**src/rtl/insight_trace_pkg.sv**
```systemverilog
// insight_trace_pkg: shared types and default sizes for the hart-0 commit trace buffer.
package insight_trace_pkg;
    localparam int DEPTH = 16;
    localparam int PC_W  = 39;
    localparam int TS_W  = 16;
    localparam int CNT_W = 16;

    typedef enum logic [1:0] {COMMIT = 2'd0, EXCEPTION = 2'd1, DROP = 2'd2} pkt_type_e;

    typedef struct packed {
        pkt_type_e         kind;
        logic [TS_W-1:0]   ts;
        logic [PC_W-1:0]   pc;
        logic [31:0]       payload;
    } pkt_t;

    typedef enum logic {NORMAL = 1'b0, DROPPING = 1'b1} state_e;
endpackage

```
**src/rtl/insight_trace_fifo.sv**
```systemverilog
// insight_trace_fifo: synchronous pkt_t FIFO; full/empty come from the registered level,
// so a same-cycle pop never makes room for a same-cycle write.
module insight_trace_fifo
    import insight_trace_pkg::*;
#(
    parameter int DEPTH = insight_trace_pkg::DEPTH,
    localparam int AW = $clog2(DEPTH)
) (
    input  logic          i_clock,
    input  logic          i_reset,
    input  logic          i_wr_en,
    input  pkt_t          i_wr_data,
    input  logic          i_rd_en,
    output pkt_t          o_rd_data,
    output logic [AW:0]   o_level,
    output logic          o_full,
    output logic          o_empty
);
    pkt_t          r_mem [DEPTH];
    logic [AW-1:0] r_wr_ptr, r_rd_ptr;
    logic [AW:0]   r_level;
    logic          w_wr, w_rd;

    assign o_full    = r_level == (AW+1)'(DEPTH);
    assign o_empty   = r_level == '0;
    assign w_wr      = i_wr_en & ~o_full;
    assign w_rd      = i_rd_en & ~o_empty;
    assign o_level   = r_level;
    // Masking the head keeps the output all-zero after reset without resetting storage.
    assign o_rd_data = o_empty ? '0 : r_mem[r_rd_ptr];

    always_ff @(posedge i_clock)
        if (w_wr) r_mem[r_wr_ptr] <= i_wr_data;

    always_ff @(posedge i_clock or posedge i_reset)
        if (i_reset) begin
            r_wr_ptr <= '0;
            r_rd_ptr <= '0;
            r_level  <= '0;
        end else begin
            r_wr_ptr <= r_wr_ptr + AW'(w_wr);
            r_rd_ptr <= r_rd_ptr + AW'(w_rd);
            r_level  <= r_level + (AW+1)'(w_wr) - (AW+1)'(w_rd);
        end
endmodule

```
**src/rtl/insight_commit_trace_buffer.sv**
```systemverilog
// insight_commit_trace_buffer: timestamps hart-0 retirements into trace packets and
// replaces commits lost to a full FIFO with one DROP marker per overflow episode.
module insight_commit_trace_buffer
    import insight_trace_pkg::*;
#(
    parameter int DEPTH = insight_trace_pkg::DEPTH,
    parameter int CNT_W = insight_trace_pkg::CNT_W
) (
    input  logic                      i_clock,
    input  logic                      i_reset,
    input  logic                      i_commit_valid,
    input  logic [PC_W-1:0]           i_commit_pc,
    input  logic [31:0]               i_commit_insn,
    input  logic                      i_commit_exception,
    input  logic [7:0]                i_commit_cause,
    output logic                      o_trace_valid,
    input  logic                      i_trace_ready,
    output pkt_t                      o_trace_pkt,
    output logic [CNT_W-1:0]          o_drop_total,
    output logic [$clog2(DEPTH):0]    o_fifo_level
);
    state_e           r_state, w_state_nxt;
    logic [TS_W-1:0]  r_ts;
    logic [CNT_W-1:0] r_drop_cnt, w_drop_cnt_nxt, w_cnt_inc, r_drop_total;
    logic             w_full, w_empty, w_push, w_drop;
    pkt_t             w_pkt;

    assign w_cnt_inc     = (r_drop_cnt == '1) ? r_drop_cnt : r_drop_cnt + 1'b1;
    assign o_trace_valid = ~w_empty;
    assign o_drop_total  = r_drop_total;

    always_comb begin
        w_state_nxt    = r_state;
        w_drop_cnt_nxt = r_drop_cnt;
        w_push         = 1'b0;
        w_drop         = 1'b0;
        w_pkt          = '{kind: i_commit_exception ? EXCEPTION : COMMIT, ts: r_ts, pc: i_commit_pc,
                           payload: i_commit_exception ? {24'b0, i_commit_cause} : i_commit_insn};
        if (r_state == NORMAL) begin
            w_push = i_commit_valid & ~w_full;
            w_drop = i_commit_valid & w_full;
            if (w_drop) begin
                w_drop_cnt_nxt = CNT_W'(1);
                w_state_nxt    = DROPPING;
            end
        end else begin
            // Any commit seen while dropping is lost, including one in the marker cycle.
            w_drop = i_commit_valid;
            if (w_full) begin
                w_drop_cnt_nxt = i_commit_valid ? w_cnt_inc : r_drop_cnt;
            end else begin
                w_push         = 1'b1;
                w_pkt          = '{kind: DROP, ts: r_ts, pc: '0,
                                   payload: 32'(i_commit_valid ? w_cnt_inc : r_drop_cnt)};
                w_drop_cnt_nxt = '0;
                w_state_nxt    = NORMAL;
            end
        end
    end

    always_ff @(posedge i_clock or posedge i_reset)
        if (i_reset) begin
            r_state      <= NORMAL;
            r_ts         <= '0;
            r_drop_cnt   <= '0;
            r_drop_total <= '0;
        end else begin
            r_state      <= w_state_nxt;
            r_ts         <= r_ts + 1'b1;
            r_drop_cnt   <= w_drop_cnt_nxt;
            r_drop_total <= (w_drop && r_drop_total != '1) ? r_drop_total + 1'b1 : r_drop_total;
        end

    insight_trace_fifo #(.DEPTH(DEPTH)) u_fifo (
        .i_clock   (i_clock),
        .i_reset   (i_reset),
        .i_wr_en   (w_push),
        .i_wr_data (w_pkt),
        .i_rd_en   (o_trace_valid & i_trace_ready),
        .o_rd_data (o_trace_pkt),
        .o_level   (o_fifo_level),
        .o_full    (w_full),
        .o_empty   (w_empty)
    );
endmodule

```
**config.mk**
```make
export PLATFORM = sky130hd
export DESIGN_NAME = insight_commit_trace_buffer
export DESIGN_NICKNAME = d
export VERILOG_FILES = /design/src/rtl/insight_trace_pkg.sv /design/src/rtl/insight_trace_fifo.sv /design/src/rtl/insight_commit_trace_buffer.sv
export SDC_FILE = /design/constraint.sdc
export NUM_CORES = 1
export LEC_CHECK = 0
export BUFFER_PORTS_ARGS = -buffer_cell sky130_fd_sc_hd__buf_4
export CAP_MARGIN = 10
export CORE_UTILIZATION = 60
export CTS_BUF_LIST = sky130_fd_sc_hd__clkbuf_16
export CTS_CLUSTER_SIZE = 24
export DETAILED_ROUTE_END_ITERATION = 8
export PLACE_DENSITY_LB_ADDON = 0.2
export SETUP_SLACK_MARGIN = 0.5
export SYNTH_ARGS = -nofsm -noshare
export SYNTH_HDL_FRONTEND = slang
export SYNTH_SLANG_ARGS = --single-unit
```
**constraint.sdc**
```tcl
create_clock -name i_clock -period 22.9 [get_ports i_clock]
set_clock_uncertainty 0.15 [all_clocks]
set_input_delay 5.725 -clock i_clock [delete_from_list [all_inputs] [get_ports i_clock]]
set_output_delay 5.725 -clock i_clock [all_outputs]
set_load 0.1 [all_outputs]
```
==> flow_summary.json, run 1 <==
{
  "io_pins": 195,
  "worstPathRequired_ps": 17030,
  "crit_slowest_cell": "dfrtp_4",
  "gp_congestion": 0.779,
  "clkTransAtPathRegs_ps": 60,
  "synth_edf_count": 1424,
  "hold_violations": 0,
  "first_iter_violations": 3177,
  "drc": 0,
  "synth_flop_cell": "edfxtp_1",
  "synth_compound_area_share_pct": 1.84,
  "fill_cells": 5709,
  "min_period_over_period_pct": 50.6,
  "synth-seq-cells": 1486,
  "reg2reg_slack_ps": 18260,
  "yosys.area.top_type": "edfxtp_1",
  "synthAdderAreaFrac_pct": 0.316,
  "critPathTopFamily": "buffers and inverters",
  "ctsHoldBuffers": 0,
  "yosysTopAreaCellShare_pct": 74.0,
  "cp.depth": 7,
  "dieHeight_um": 312,
  "track_usage_pct": 26.5,
  "status": "complete, no violations",
  "drive_gt1_share_pct": 27.9,
  "path_common_cell": "buf_4",
  "layout_common_cells": "edfxtp_1 (1424), mux4_2 (356), buf_4 (243), mux2i_1 (183), clkbuf_16 (150)",
  "seq_area_frac_synth_pct": 76.7,
  "cpPeakStageDelay_ps": 970,
  "crit_buf_inv": 4,
  "worstHoldPathType": "flop to flop",
  "p_int_mw": 5.66,
  "synthMuxAreaShare_pct": 17.1,
  "power_frac_comb_pct": 38.0,
  "postCtsResizedCells": 0,
  "fp-row-count": 113,
  "via_count": 28000,
  "worstPathArrival_ps": 5720,
  "synth_cells": 2650,
  "wl_mm": 127,
  "switching_share_pct": 38.4,
  "max_freq_mhz": 86.3,
  "cp_max_fo": 123,
  "pwr-share-clk_pct": 24.7,
  "ff2ff_path_depth": 9,
  "cts_buffer_depth": 3,
  "slew_viol_final": 0,
  "max_slew_margin_pct": 17.8,
  "post-route-min-period_ps": 11590,
  "areaGrowthSynthToFinish_pct": 13.1,
  "synth_top_family_by_area": "multiplexers",
  "crit_type": "flop to primary output",
  "numPortBuffers": 194,
  "cts_htree_levels": 4,
  "vias_per_cell": 6.53,
  "start_util_pct": 60.7,
  "postSynthAreaPerCell_um2": 21.8,
  "wl_per_cell_um": 29.6,
  "power_density_nw_per_um2": 141,
  "seq_area_um2": 44300,
  "grt_pass1_wl_mm": 187,
  "place_hpwl_mm": 61.4,
  "setup_violations": 0,
  "dieWidth_um": 312,
  "path_cells": "buf_12 > buf_4 > buf_4 > mux4_2 > mux2i_1 > o22ai_1 > buf_4",
  "start_kind": "flop",
  "multi_input_area_um2": 12900,
  "final_common_cell": "edfxtp_1",
  "clk_latency_ps": 730,
  "drtAntennaViolNets": 0,
  "whs_path_depth": 1,
  "syn_nets": 2748,
  "grt_max_degree": 159,
  "power_switching_mw": 3.53,
  "yosysUniqueCellTypes": 55,
  "post_cts_buffers": 0,
  "cts_tree": "yes",
  "max_cap_violations": 0,
  "vdd_ir_drop_max_v": 0.000155,
  "core_region_area_um2": 95200,
  "rsz0062_at_grt": "no",
  "synthXorXnorAreaFrac_pct": 0.697,
  "tightest_slew_ps": 1230,
  "grt_pass1_vias": 29100,
  "cts_sinks": 1486,
  "reg2reg_from": "u_fifo.o_level[2]",
  "synth.top_cells.by_area": "edfxtp_1 (74%), mux4_2 (14%), mux2i_1 (3.2%)",
  "cts_buffers": 146,
  "synth-simple-area-share_pct": 2.15,
  "dieArea_um2": 97600,
  "drtPass1Iterations": 5,
  "layout.nets": 2998,
  "root_buffer": "clkbuf_16",
  "gr-total-overflow": 0,
  "synth_area_um2": 57800,
  "critPathLaunch": "u_fifo.r_rd_ptr[0]",
  "seq_power_share_pct": 37.3,
  "final.setup.tns_ps": 0,
  "antenna_found_initial": 2,
  "r2r_end": "u_fifo.r_mem[11][3]",
  "hold_ws_ps": 359,
  "async_reset_ff_share_pct": 4.17,
  "power_leakage_nw": 22.0,
  "ys_warn_count": 0,
  "end_kind": "primary output",
  "crit_path_end": "o_trace_pkt[31]"
}
==> worst min-delay path by stage <==
stage                                  start                  to  slack [ps]
after floorplan           u_fifo.r_rd_ptr[3]  u_fifo.r_rd_ptr[3]         310
after global placement      o_drop_total[15]    o_drop_total[15]         340
final                       o_drop_total[15]    o_drop_total[15]         360
after detailed placement    o_drop_total[15]    o_drop_total[15]         350
after global routing        o_drop_total[15]    o_drop_total[15]         390
after CTS                   o_drop_total[15]    o_drop_total[15]         360
==> worst register-to-register path, stage by stage, from the launching register on <==
cell and delay [ps]:
dfrtp_1 390, inv_1 80, ha_1 240, nand4bb_1 280, o21ai_0 260, inv_1 170
nand3_1 300, nor2_4 850, buf_4 810, buf_4 720
==> layer usage <==
metal | share of wire [%] | track usage [%]
met3 | 7.1 | 3.99
met4 | 2.3 | 8.08
met1 | 40 | 38.0
met2 | 50 | 43.0
met5 | 0 | 0
==> per-stage QoR <==
| step | setup slack [ps] | instances | instance area [um2] | utilization, % | total power [mW] |
|---|---|---|---|---|---|
| 2_1_floorplan | 9620 | 2650 | 57800 | - | 6.19 |
| 3_3_place_gp | 11880 | 4015 | 60800 | 63.9 | 6.94 |
| 3_5_place_dp | 11840 | 4016 | 60800 | 63.9 | 7.00 |
| 4_1_cts | 11060 | 4278 | 65300 | 68.7 | 9.26 |
| 5_1_grt | 10760 | 4281 | 65400 | 68.7 | 9.48 |
| 6_report | 11310 | 4284 | 65400 | 68.7 | 9.19 |
==> power groups by stage <==
stage / Clock, mW / Sequential, mW / Combinational, mW
2_1_floorplan: 0 / 3.46 / 2.72
3_3_place_gp: 0 / 3.46 / 3.49
3_5_place_dp: 0 / 3.48 / 3.52
4_1_cts: 2.30 / 3.43 / 3.53
5_1_grt: 2.40 / 3.44 / 3.63
6_report: 2.27 / 3.42 / 3.49
==> cells in the mapped netlist (2+ instances only) <==
master     count
o21ai_1        3
a22oi_1        2
inv_1         19
buf_2         67
nand2_1       35
nand2b_1       3
mux4_2       356
a22o_1         3
a21oi_1       23
nor2b_1        6
a211oi_1       7
or4_1          2
and2_1        59
and4_1         2
and3_1        13
o311ai_0       2
nor3_1        13
nor4_1         4
a21o_1         3
nand4_1       17
o2bb2ai_1      2
dfrtp_1       62
clkbuf_1      71
o22ai_1       89
mux2i_1      183
a31oi_1        4
xor2_1        14
nor2_1        38
o21ai_0       23
xnor2_1       32
buf_1          7
nand3_1       28
ha_1          13
edfxtp_1    1424
==> flip-flops by register name (all words and copies together) (netlist names) <==
name             flops
u_fifo.r_wr_ptr      4
r_drop_cnt          16
r_state              1
u_fifo.r_rd_ptr      4
o_drop_total        16
u_fifo.o_level       5
r_ts                16
u_fifo.r_mem      1424
==> kinds of logic (layout without fill, tap and decap cells) <==
| group | count (synthesis) | after routing |
|---|---|---|
| other cells | 0 | 5 |
| compound gates | 169 | 169 |
| xor+xnor | 46 | 46 |
| fa+ha+maj | 14 | 14 |
| mux | 540 | 540 |
| buf+inv | 167 | 531 |
| simple gates | 228 | 228 |
| flops | 1486 | 1486 |
==> final cells by class <==
cell class | instances | area share (%)
flip-flops and latches | 1486 | 67.8
multi-input cells | 997 | 19.7
clock buffers | 150 | 5.74
repair buffers | 249 | 2.95
well taps | 1265 | 2.42
clock inverters | 112 | 1.21
inverters | 20 | 0.115
diodes | 5 | 0.0191
(Power assumes the default switching activity.)
==> run 2, diff against run 1 <==
clock period = 10.76 ns   (was 22.9 ns; I/O delays follow)
==> flow_summary.json, run 2 (synthesis gave the netlist of run 1 again) <==
{
  "worstPathRequired_ps": 7920,
  "post_cts_buffers": 0,
  "crit_type": "flop to primary output",
  "largest_reg_flops": 1424,
  "placed_area_um2": 60800,
  "cts_buffer_depth": 3,
  "dieHeight_um": 312,
  "seq_power_share_pct": 37.3,
  "vdd_ir_drop_max_v": 0.000339,
  "layout_common_cells": "edfxtp_1 (1424), mux4_2 (356), buf_4 (244), mux2i_1 (183), clkbuf_16 (145)",
  "min_period_over_period_pct": 65.6,
  "fp-row-count": 113,
  "slew_viol_final": 0,
  "switching_share_pct": 38.5,
  "areaGrowthSynthToFinish_pct": 13.3,
  "fill_cells": 5683,
  "max_slew_margin_pct": 19.9,
  "grt_max_degree": 139,
  "multi_input_area_um2": 12900,
  "power_density_nw_per_um2": 299,
  "start_kind": "flop",
  "cts_htree_levels": 4,
  "drc": 0,
  "final.setup.tns_ps": 0,
  "layout.nets": 3001,
  "tightest_slew_ps": 1200,
  "pwr-share-clk_pct": 24.9,
  "largest_register": "u_fifo.r_mem",
  "worstPathArrival_ps": 4220,
  "min_from": "o_drop_total[15]",
  "status": "complete, no violations",
  "power_leakage_nw": 22.0,
  "wl_mm": 126,
  "first_iter_violations": 3130,
  "ctsHoldBuffers": 0,
  "hold_end": "o_drop_total[15]",
  "cts_buffers": 145,
  "grt_pass1_wl_mm": 186,
  "antenna_found_initial": 3,
  "via_count": 27800,
  "drtAntennaViolNets": 0,
  "gr-total-overflow": 0,
  "postCtsResizedCells": 0,
  "post-route-min-period_ps": 7060,
  "core_region_area_um2": 95200,
  "cts_sinks": 1486,
  "reg2reg_slack_ps": 6270,
  "setup_slack_ps": 3700,
  "pre_cts_ws_ps": 4400,
  "final_common_cell": "edfxtp_1",
  "seq_area_um2": 44300,
  "ff2ff_path_depth": 10,
  "dieWidth_um": 312,
  "r2r_end": "u_fifo.r_mem[8][13]",
  "reg2reg_from": "u_fifo.o_level[2]",
  "power_frac_comb_pct": 37.8,
  "max_freq_mhz": 142,
  "start_util_pct": 60.7,
  "p_int_mw": 12.0,
  "clkTransAtPathRegs_ps": 60,
  "io_pins": 195,
  "cp_max_fo": 50,
  "vias_per_cell": 6.48,
  "dieArea_um2": 97600,
  "grt_pass1_vias": 29100,
  "place_hpwl_mm": 61.7,
  "rsz0062_at_grt": "no",
  "wl_per_cell_um": 29.3,
  "power_switching_mw": 7.55,
  "whs_path_depth": 1,
  "worstHoldPathType": "flop to flop",
  "max_cap_violations": 0,
  "numPortBuffers": 194,
  "setup_violations": 0,
  "drive_gt1_share_pct": 28.0,
  "end_kind": "primary output",
  "hold_violations": 0,
  "track_usage_pct": 26.2,
  "root_buffer": "clkbuf_16",
  "clk_latency_ps": 750,
  "cts_tree": "yes",
  "fin_area_um2": 65500,
  "drtPass1Iterations": 6,
  "gp_congestion": 0.784
}
## run 2: cell types whose count changed in the layout (fill, tap and decap cells not counted), moves of 3 or more
| cell | previous run | this run |
|---|---|---|
| diode_2 | 5 | 1 |
| clkinv_8 | 3 | 6 |
| clkinv_2 | 24 | 21 |
| clkbuf_16 | 150 | 145 |
| inv_6 | 7 | 4 |
## run 2: final cells by class
class	count	share of cell area [%]
inverters	20	0.115
flip-flops and latches	1486	67.7
clock buffers	145	5.54
diodes	1	0.00382
multi-input cells	997	19.7
well taps	1265	2.42
repair buffers	253	3.04
clock inverters	120	1.52
## run 2: worst max-delay path by stage
stage	cells after the start	endpoint	start	slack, ps
2_1_floorplan	4	u_fifo.r_mem[0][0]	i_commit_valid	520
3_3_place_gp	7	u_fifo.r_mem[15][61]	i_commit_valid	4430
3_5_place_dp	6	u_fifo.r_mem[8][87]	i_commit_valid	4400
4_1_cts	5	o_trace_pkt[86]	u_fifo.r_rd_ptr[0]	3580
5_1_grt	5	o_trace_pkt[86]	u_fifo.r_rd_ptr[0]	3350
6_report	7	o_trace_pkt[87]	u_fifo.o_level[2]	3700
## run 2: power by group through the flow
stage	Sequential [mW]	Clock, mW	Combinational [mW]
2_1_floorplan	7.37	0	5.80
3_3_place_gp	7.38	0	7.38
3_5_place_dp	7.42	0	7.45
4_1_cts	7.31	4.95	7.49
5_1_grt	7.35	5.17	7.73
6_report	7.30	4.88	7.42
## run 2: worst max-delay path, cell delays in order, from the launching register on
cell and delay, ps:
dfrtp_1 400, inv_1 90, ha_1 190, nand3_1 290, nand2b_4 720, buf_4 870
o22ai_1 450, buf_4 390
## run 2: layer usage
layer	track usage, %	routed length (um)	part of all wire (%)	vias up
met5	0	13	0.010	-
li1	-	-	-	11600
met3	4.70	9430	7.5	182
met1	36.3	49300	39	14700
met2	43.6	64300	51	1251
met4	7.15	2620	2.1	2
## run 2: stage by stage
| step | instances | util, % | total power [mW] | hold slack [ps] |
|---|---|---|---|---|
| finish | 4287 | 68.8 | 19.6 | 369 |
| global route | 4287 | 68.8 | 20.2 | 379 |
| CTS | 4282 | 68.8 | 19.7 | 366 |
| detailed placement | 4017 | 63.9 | 14.9 | 352 |
| global placement | 4016 | 63.9 | 14.8 | 338 |
| floorplan | 2650 | - | 13.2 | 308 |
